[src/rtl/multicycle_control.sv]
// Multicycle datapath controller: sequences fetch, decode, execute,
// memory access and writeback for lw/sw/R-type/addi/beq/bne/j, with a
// memory-wait timeout, a trap state for illegal opcodes and a retired-
// instruction counter.
//
// state  | code | meaning
// -------+------+-----------------------------------------------
// FETCH  |  0   | read instruction, PC+4 (waits on mem_ready)
// DECODE |  1   | latch opcode, compute branch target
// MEMADR |  2   | effective address for lw/sw
// MEMRD  |  3   | data read (waits on mem_ready)
// WBMEM  |  4   | write loaded data to rt
// MEMWR  |  5   | data write (waits on mem_ready)
// EXECR  |  6   | R-type ALU operation
// WBALU  |  7   | write ALU result (rd for R-type, rt for addi)
// EXECI  |  8   | addi ALU operation
// BRANCH |  9   | compare and conditionally load PC
// JUMP   | 10   | load jump target
// TRAP   | 11   | absorbing error state until reset
module multicycle_control #(
  parameter int ALUOP_W = 3,
  parameter int CNT_W   = 16,
  parameter int TIMEOUT = 15
) (
  input  logic               clk,
  input  logic               rst_n,
  input  logic [5:0]         opcode,
  input  logic               mem_ready,
  output logic               pc_write,
  output logic               pc_write_cond,
  output logic               branch_ne,
  output logic [1:0]         pc_source,
  output logic               ir_write,
  output logic               iord,
  output logic               mem_read,
  output logic               mem_write,
  output logic               reg_write,
  output logic               reg_dst,
  output logic               mem_to_reg,
  output logic               alu_src_a,
  output logic [1:0]         alu_src_b,
  output logic [ALUOP_W-1:0] alu_op,
  output logic [3:0]         state,
  output logic               illegal,
  output logic               timeout,
  output logic [CNT_W-1:0]   retired
);

  localparam logic [3:0] S_FETCH  = 4'd0;
  localparam logic [3:0] S_DECODE = 4'd1;
  localparam logic [3:0] S_MEMADR = 4'd2;
  localparam logic [3:0] S_MEMRD  = 4'd3;
  localparam logic [3:0] S_WBMEM  = 4'd4;
  localparam logic [3:0] S_MEMWR  = 4'd5;
  localparam logic [3:0] S_EXECR  = 4'd6;
  localparam logic [3:0] S_WBALU  = 4'd7;
  localparam logic [3:0] S_EXECI  = 4'd8;
  localparam logic [3:0] S_BRANCH = 4'd9;
  localparam logic [3:0] S_JUMP   = 4'd10;
  localparam logic [3:0] S_TRAP   = 4'd11;

  localparam logic [5:0] OP_RTYPE = 6'b000000;
  localparam logic [5:0] OP_J     = 6'b000010;
  localparam logic [5:0] OP_BEQ   = 6'b000100;
  localparam logic [5:0] OP_BNE   = 6'b000101;
  localparam logic [5:0] OP_ADDI  = 6'b001000;
  localparam logic [5:0] OP_LW    = 6'b100011;
  localparam logic [5:0] OP_SW    = 6'b101011;

  localparam logic [ALUOP_W-1:0] ALU_ADD   = ALUOP_W'(0);
  localparam logic [ALUOP_W-1:0] ALU_SUB   = ALUOP_W'(1);
  localparam logic [ALUOP_W-1:0] ALU_FUNCT = ALUOP_W'(2);

  localparam logic [1:0] SRCB_RT   = 2'b00;
  localparam logic [1:0] SRCB_FOUR = 2'b01;
  localparam logic [1:0] SRCB_IMM  = 2'b10;
  localparam logic [1:0] SRCB_IMM4 = 2'b11;

  localparam logic [1:0] PCSRC_ALU  = 2'b00;
  localparam logic [1:0] PCSRC_OUT  = 2'b01;
  localparam logic [1:0] PCSRC_JUMP = 2'b10;

  // The wait counter only ever needs to reach TIMEOUT-1: the cycle on which
  // it would reach TIMEOUT is the cycle that traps.
  localparam int WAIT_W = (TIMEOUT > 1) ? $clog2(TIMEOUT) : 1;
  localparam logic [WAIT_W-1:0] WAIT_LAST = WAIT_W'((TIMEOUT > 0) ? TIMEOUT - 1 : 0);

  logic [3:0]        r_state;
  logic [5:0]        r_op;
  logic [WAIT_W-1:0] r_wait;
  logic [CNT_W-1:0]  r_retired;
  logic              r_illegal;
  logic              r_timeout;

  logic [3:0]        w_next_state;
  logic              w_wait_state;
  logic              w_wait_expired;
  logic              w_set_illegal;
  logic              w_set_timeout;
  logic              w_retire;
  logic              w_fetch_done;

  assign w_wait_state   = (r_state == S_FETCH) || (r_state == S_MEMRD) || (r_state == S_MEMWR);
  assign w_wait_expired = (TIMEOUT != 0) && w_wait_state && !mem_ready && (r_wait == WAIT_LAST);
  // Held low through reset so the reset-time outputs are the plain FETCH decode.
  assign w_fetch_done   = (r_state == S_FETCH) && mem_ready && rst_n;

  assign w_retire = (w_next_state == S_FETCH) &&
                    ((r_state == S_WBMEM) || (r_state == S_MEMWR) || (r_state == S_WBALU) ||
                     (r_state == S_BRANCH) || (r_state == S_JUMP));

  // Next-state selection, including illegal-opcode and memory-timeout traps.
  always_comb begin
    w_next_state  = r_state;
    w_set_illegal = 1'b0;
    w_set_timeout = 1'b0;
    case (r_state)
      S_FETCH:  if (mem_ready) w_next_state = S_DECODE;
      S_DECODE: begin
        case (opcode)
          OP_LW, OP_SW:   w_next_state = S_MEMADR;
          OP_RTYPE:       w_next_state = S_EXECR;
          OP_ADDI:        w_next_state = S_EXECI;
          OP_BEQ, OP_BNE: w_next_state = S_BRANCH;
          OP_J:           w_next_state = S_JUMP;
          default: begin
            w_next_state  = S_TRAP;
            w_set_illegal = 1'b1;
          end
        endcase
      end
      S_MEMADR: w_next_state = (r_op == OP_LW) ? S_MEMRD : S_MEMWR;
      S_MEMRD:  if (mem_ready) w_next_state = S_WBMEM;
      S_WBMEM:  w_next_state = S_FETCH;
      S_MEMWR:  if (mem_ready) w_next_state = S_FETCH;
      S_EXECR:  w_next_state = S_WBALU;
      S_EXECI:  w_next_state = S_WBALU;
      S_WBALU:  w_next_state = S_FETCH;
      S_BRANCH: w_next_state = S_FETCH;
      S_JUMP:   w_next_state = S_FETCH;
      S_TRAP:   w_next_state = S_TRAP;
      default: begin
        w_next_state  = S_TRAP;
        w_set_illegal = 1'b1;
      end
    endcase
    if (w_wait_expired) begin
      w_next_state  = S_TRAP;
      w_set_timeout = 1'b1;
    end
  end

  // State register and opcode latch (captured while in DECODE).
  always_ff @(posedge clk or negedge rst_n) begin
    if (!rst_n) begin
      r_state <= S_FETCH;
      r_op    <= 6'b000000;
    end else begin
      r_state <= w_next_state;
      if (r_state == S_DECODE) r_op <= opcode;
    end
  end

  // Consecutive memory-wait cycle counter; any progress or state change clears it.
  always_ff @(posedge clk or negedge rst_n) begin
    if (!rst_n) begin
      r_wait <= '0;
    end else if ((TIMEOUT == 0) || !w_wait_state || mem_ready || (w_next_state != r_state)) begin
      r_wait <= '0;
    end else begin
      r_wait <= r_wait + WAIT_W'(1);
    end
  end

  // Retired-instruction counter and sticky error flags.
  always_ff @(posedge clk or negedge rst_n) begin
    if (!rst_n) begin
      r_retired <= '0;
      r_illegal <= 1'b0;
      r_timeout <= 1'b0;
    end else begin
      if (w_retire)      r_retired <= r_retired + CNT_W'(1);
      if (w_set_illegal) r_illegal <= 1'b1;
      if (w_set_timeout) r_timeout <= 1'b1;
    end
  end

  // Control strobes decoded from the current state and latched opcode.
  always_comb begin
    pc_write      = 1'b0;
    pc_write_cond = 1'b0;
    branch_ne     = 1'b0;
    pc_source     = PCSRC_ALU;
    ir_write      = 1'b0;
    iord          = 1'b0;
    mem_read      = 1'b0;
    mem_write     = 1'b0;
    reg_write     = 1'b0;
    reg_dst       = 1'b0;
    mem_to_reg    = 1'b0;
    alu_src_a     = 1'b0;
    alu_src_b     = SRCB_RT;
    alu_op        = ALU_ADD;
    case (r_state)
      S_FETCH: begin
        mem_read  = 1'b1;
        alu_src_b = SRCB_FOUR;
        alu_op    = ALU_ADD;
        ir_write  = w_fetch_done;
        pc_write  = w_fetch_done;
        pc_source = PCSRC_ALU;
      end
      S_DECODE: begin
        alu_src_b = SRCB_IMM4;
        alu_op    = ALU_ADD;
      end
      S_MEMADR: begin
        alu_src_a = 1'b1;
        alu_src_b = SRCB_IMM;
        alu_op    = ALU_ADD;
      end
      S_MEMRD: begin
        mem_read = 1'b1;
        iord     = 1'b1;
      end
      S_WBMEM: begin
        reg_write  = 1'b1;
        reg_dst    = 1'b0;
        mem_to_reg = 1'b1;
      end
      S_MEMWR: begin
        mem_write = 1'b1;
        iord      = 1'b1;
      end
      S_EXECR: begin
        alu_src_a = 1'b1;
        alu_src_b = SRCB_RT;
        alu_op    = ALU_FUNCT;
      end
      S_EXECI: begin
        alu_src_a = 1'b1;
        alu_src_b = SRCB_IMM;
        alu_op    = ALU_ADD;
      end
      S_WBALU: begin
        reg_write = 1'b1;
        reg_dst   = (r_op == OP_RTYPE);
      end
      S_BRANCH: begin
        alu_src_a     = 1'b1;
        alu_src_b     = SRCB_RT;
        alu_op        = ALU_SUB;
        pc_write_cond = 1'b1;
        pc_source     = PCSRC_OUT;
        branch_ne     = (r_op == OP_BNE);
      end
      S_JUMP: begin
        pc_write  = 1'b1;
        pc_source = PCSRC_JUMP;
      end
      default: begin
      end
    endcase
  end

  assign state   = r_state;
  assign illegal = r_illegal;
  assign timeout = r_timeout;
  assign retired = r_retired;

endmodule

[config.mk]
export PLATFORM = sky130hd
export DESIGN_NAME = multicycle_control
export DESIGN_NICKNAME = d
export VERILOG_FILES = /design/src/rtl/multicycle_control.sv
export SDC_FILE = /design/constraint.sdc
export NUM_CORES = 1
export LEC_CHECK = 0
export CELL_PAD_IN_SITES_DETAIL_PLACEMENT = 1
export CELL_PAD_IN_SITES_GLOBAL_PLACEMENT = 2
export CORE_MARGIN = 1.5
export CORE_UTILIZATION = 30
export DETAILED_ROUTE_END_ITERATION = 10
export GPL_TIMING_DRIVEN = 0
export PLACE_DENSITY = 0.85
export SYNTH_ARGS = -nofsm -noshare
export SYNTH_HDL_FRONTEND = slang
export SYNTH_SLANG_ARGS = --single-unit
[constraint.sdc]
create_clock -name clk -period 2 [get_ports clk]
set_input_delay 0.2 -clock clk [delete_from_list [all_inputs] [get_ports clk]]
set_output_delay 0.2 -clock clk [all_outputs]
set_load 0.05 [all_outputs]
==> results.toml <==
[critical_path]
worstSetupPathType = "reg2out"
crit_fanout = 10
reg2reg_to = "r_op[3]"
reg2reg_depth = 3
cp.arrival_ns = 1.72
cp_common_cell = "buf_6"
reg2reg_from = "state[2]"
crit_path_max_incr_delay_ns = 0.39
end_kind = "output port"
critPathLaunchType = "register"
path_cells = "buf_6 -> buf_6 -> nor4_4 -> and3_4 -> buf_2"
crit_slowest_cell = "dfrtp_1"
r2r_slack_ns = 0.30
cp_data_required_time_ns = 1.80

[timing]
fin_crit_sh_pct = 96.2
finalCriticalPeriod_ns = 1.92
timing.fmax_mhz = 520
drv_slew = 0
worstMarginPinSlew_ns = 0.738
finalHoldViolCount = 32
fin_setup_tns_ns = 0
rsz0062_at_grt = "true"
slew_headroom_pct = 50.8
hold-worst-slack_ns = -0.0320
finalSetupViolations = 0
clock_skew_ns = 0.00472

[cells_and_area]
layout_common_cells = "dfrtp_1 (31), clkdlybuf4s50_1 (29), xnor2_1 (16)"
layout.cells.most_common = "dfrtp_1"
fin_nets = 267
drive_gt1_share_pct = 27.0
final_cells = 333
syn2layout_area_growth_pct = 34.9
fin_area_um2 = 2730
diodes = 0

[synthesis]
yosysTopAreaCell = "dfrtp_1"
yosysSeqAreaShare_pct = 39.6
yosysWarnings = 0
synth_top_area_share_pct = 39.6
yosysUniqueCellTypes = 57
syn_area_um2 = 2020
synth-seq-cells = 32
synth-async-reset-ratio_pct = 100
synth_top_flop_cell = "dfrtp_1"
synth-edff-count = 0
synth_cells = 201
syn-num-nets = 213
synthTopCellsByArea = "dfrtp_1 (40%), xnor2_1 (6.9%), nor2_1 (3.5%)"
syn_avg_cell_area_um2 = 10.1

[place]
routabilityCongestion = 0.833
port_buffers = 47
placement.cell_area_um2 = 2640
hpwl_um = 3970
dp_cells = 325

[grt]
grt_pass1_vias = 1795
grt_overflow_total = 0
grt.total_usage_pct = 16.0
grt_max_degree = 34
antenna_found_initial = 0
grt_pass1_wl_um = 9230

[floorplanning]
initial_core_util_pct = 31.5
fp.coreArea_um2 = 6420
die_h_um = 85.1
die_area_um2 = 7240
io_pins = 49
die-width_um = 85.1
rows = 29

[clock_network]
cts.sinks = 32
cts_tree = "yes"
root_buffer = "clkbuf_8"
htree_levels = 2
post-cts-setup-buffer-count = 0
ctsLongestPathBuffers = 2
path_clk_slew_ns = 0.07
insertion_delay_ns = 0.28
cts_buffers = 5

[drt]
drc_errors = 5
dr.pass1.iters = 8
finalWirelength_um = 5480
routedWlPerCell_um = 16.5
via_per_inst = 5.28
postRouteAntennaNets = 0
drtIter0Drc = 62
dr_total_vias = 1758

[power]
leakage_uw = 0.00121
power.total_uw = 1210
power_density_nw_per_um2 = 442
ir_drop_mv = 0.377

[job]
drv_cap = 0

[status]
status = "complete, but fails checks"
violations = "design-rule violations, negative hold slack"

[hold_path]
min_path_type = "in2async"
==> report_power, final <==
part           total, uW  internal [uW]  switching (uW)
clock network        501            242             259
registers            647            647               0
logic               58.0           21.3            36.7
==> per-layer routing <==
metal	GRT usage (%)	share of wire (%)
met5	0	0
met2	24.0	46
met3	3.70	5.3
met4	5.22	0.80
met1	22.8	48
==> critical path: cells and delay by family, from the launching register on <==
kind          cells  cell delay, ns
buf+inv           3            0.55
simple gates      2            0.50
flops             1            0.39
==> cell type report <==
cell class / count / area, um2
timing repair buffer: 47 / 425
inverter: 2 / 7.51
fill: 736 / 3690
clock buffer: 5 / 68.8
sequential: 32 / 802
clock inverter: 3 / 18.8
multi-input combinational: 152 / 1190
buffer: 15 / 118
tap: 77 / 96.3
==> registers in the layout, summed over array words and instances (netlist names) <==
signal and flops:
retired 16, r_op 6, r_wait 4, state 4
illegal 1, timeout 1
==> synthesized netlist by cell type, drive strengths merged (3+ instances only) <==
cell type and number:
nor4 4, nand4 7, nor3 6, and4 4, nand2 5, ha 3
clkbuf 3, mux2 7, nor2b 3, and2 3, dfrtp 32, o21ai 10
nand3 9, and3 10, nor2 19, xnor2 16, buf 12, nand4b 5
nand2b 5, xor2 4
==> kinds of logic after synthesis <==
| group | synth area share [%] |
|---|---|
| AOI/OAI and AO/OA | 11.1 |
| xor gates and xnor gates | 9.03 |
| adders and majority gates | 1.86 |
| buffers and inverters | 5.69 |
| and+or+nand+nor | 28.7 |
| muxes | 3.90 |
| other | 0.185 |
| DFF | 39.6 |
==> worst max path at each step <==
stage,slack (ns),end,startpoint,cells after the start
final,0.08,ir_write,state[1],5
after floorplan,-0.16,branch_ne,state[0],5
after detailed placement,-0.44,alu_src_b[1],state[3],6
after CTS,0.01,pc_write,state[1],6
after global routing,-0.02,reg_dst,r_op[1],4
after global placement,-1.33,pc_write,rst_n,4
==> through the flow <==
step / utilization [%] / setup WS, ns
2_1_floorplan: - / -0.159
3_3_place_gp: 41.1 / -1.33
3_5_place_dp: 41.0 / -0.445
4_1_cts: 42.5 / 0.0135
5_1_grt: 42.5 / -0.0218
6_report: 42.5 / 0.0759
==> timing repair <==
item / CTS / global route
setup endpoints to repair: 17 / 13
hold buffers: 0 / 0
gates resized for setup: 74 / 20
Note: power is estimated with default switching activity, not from simulation.
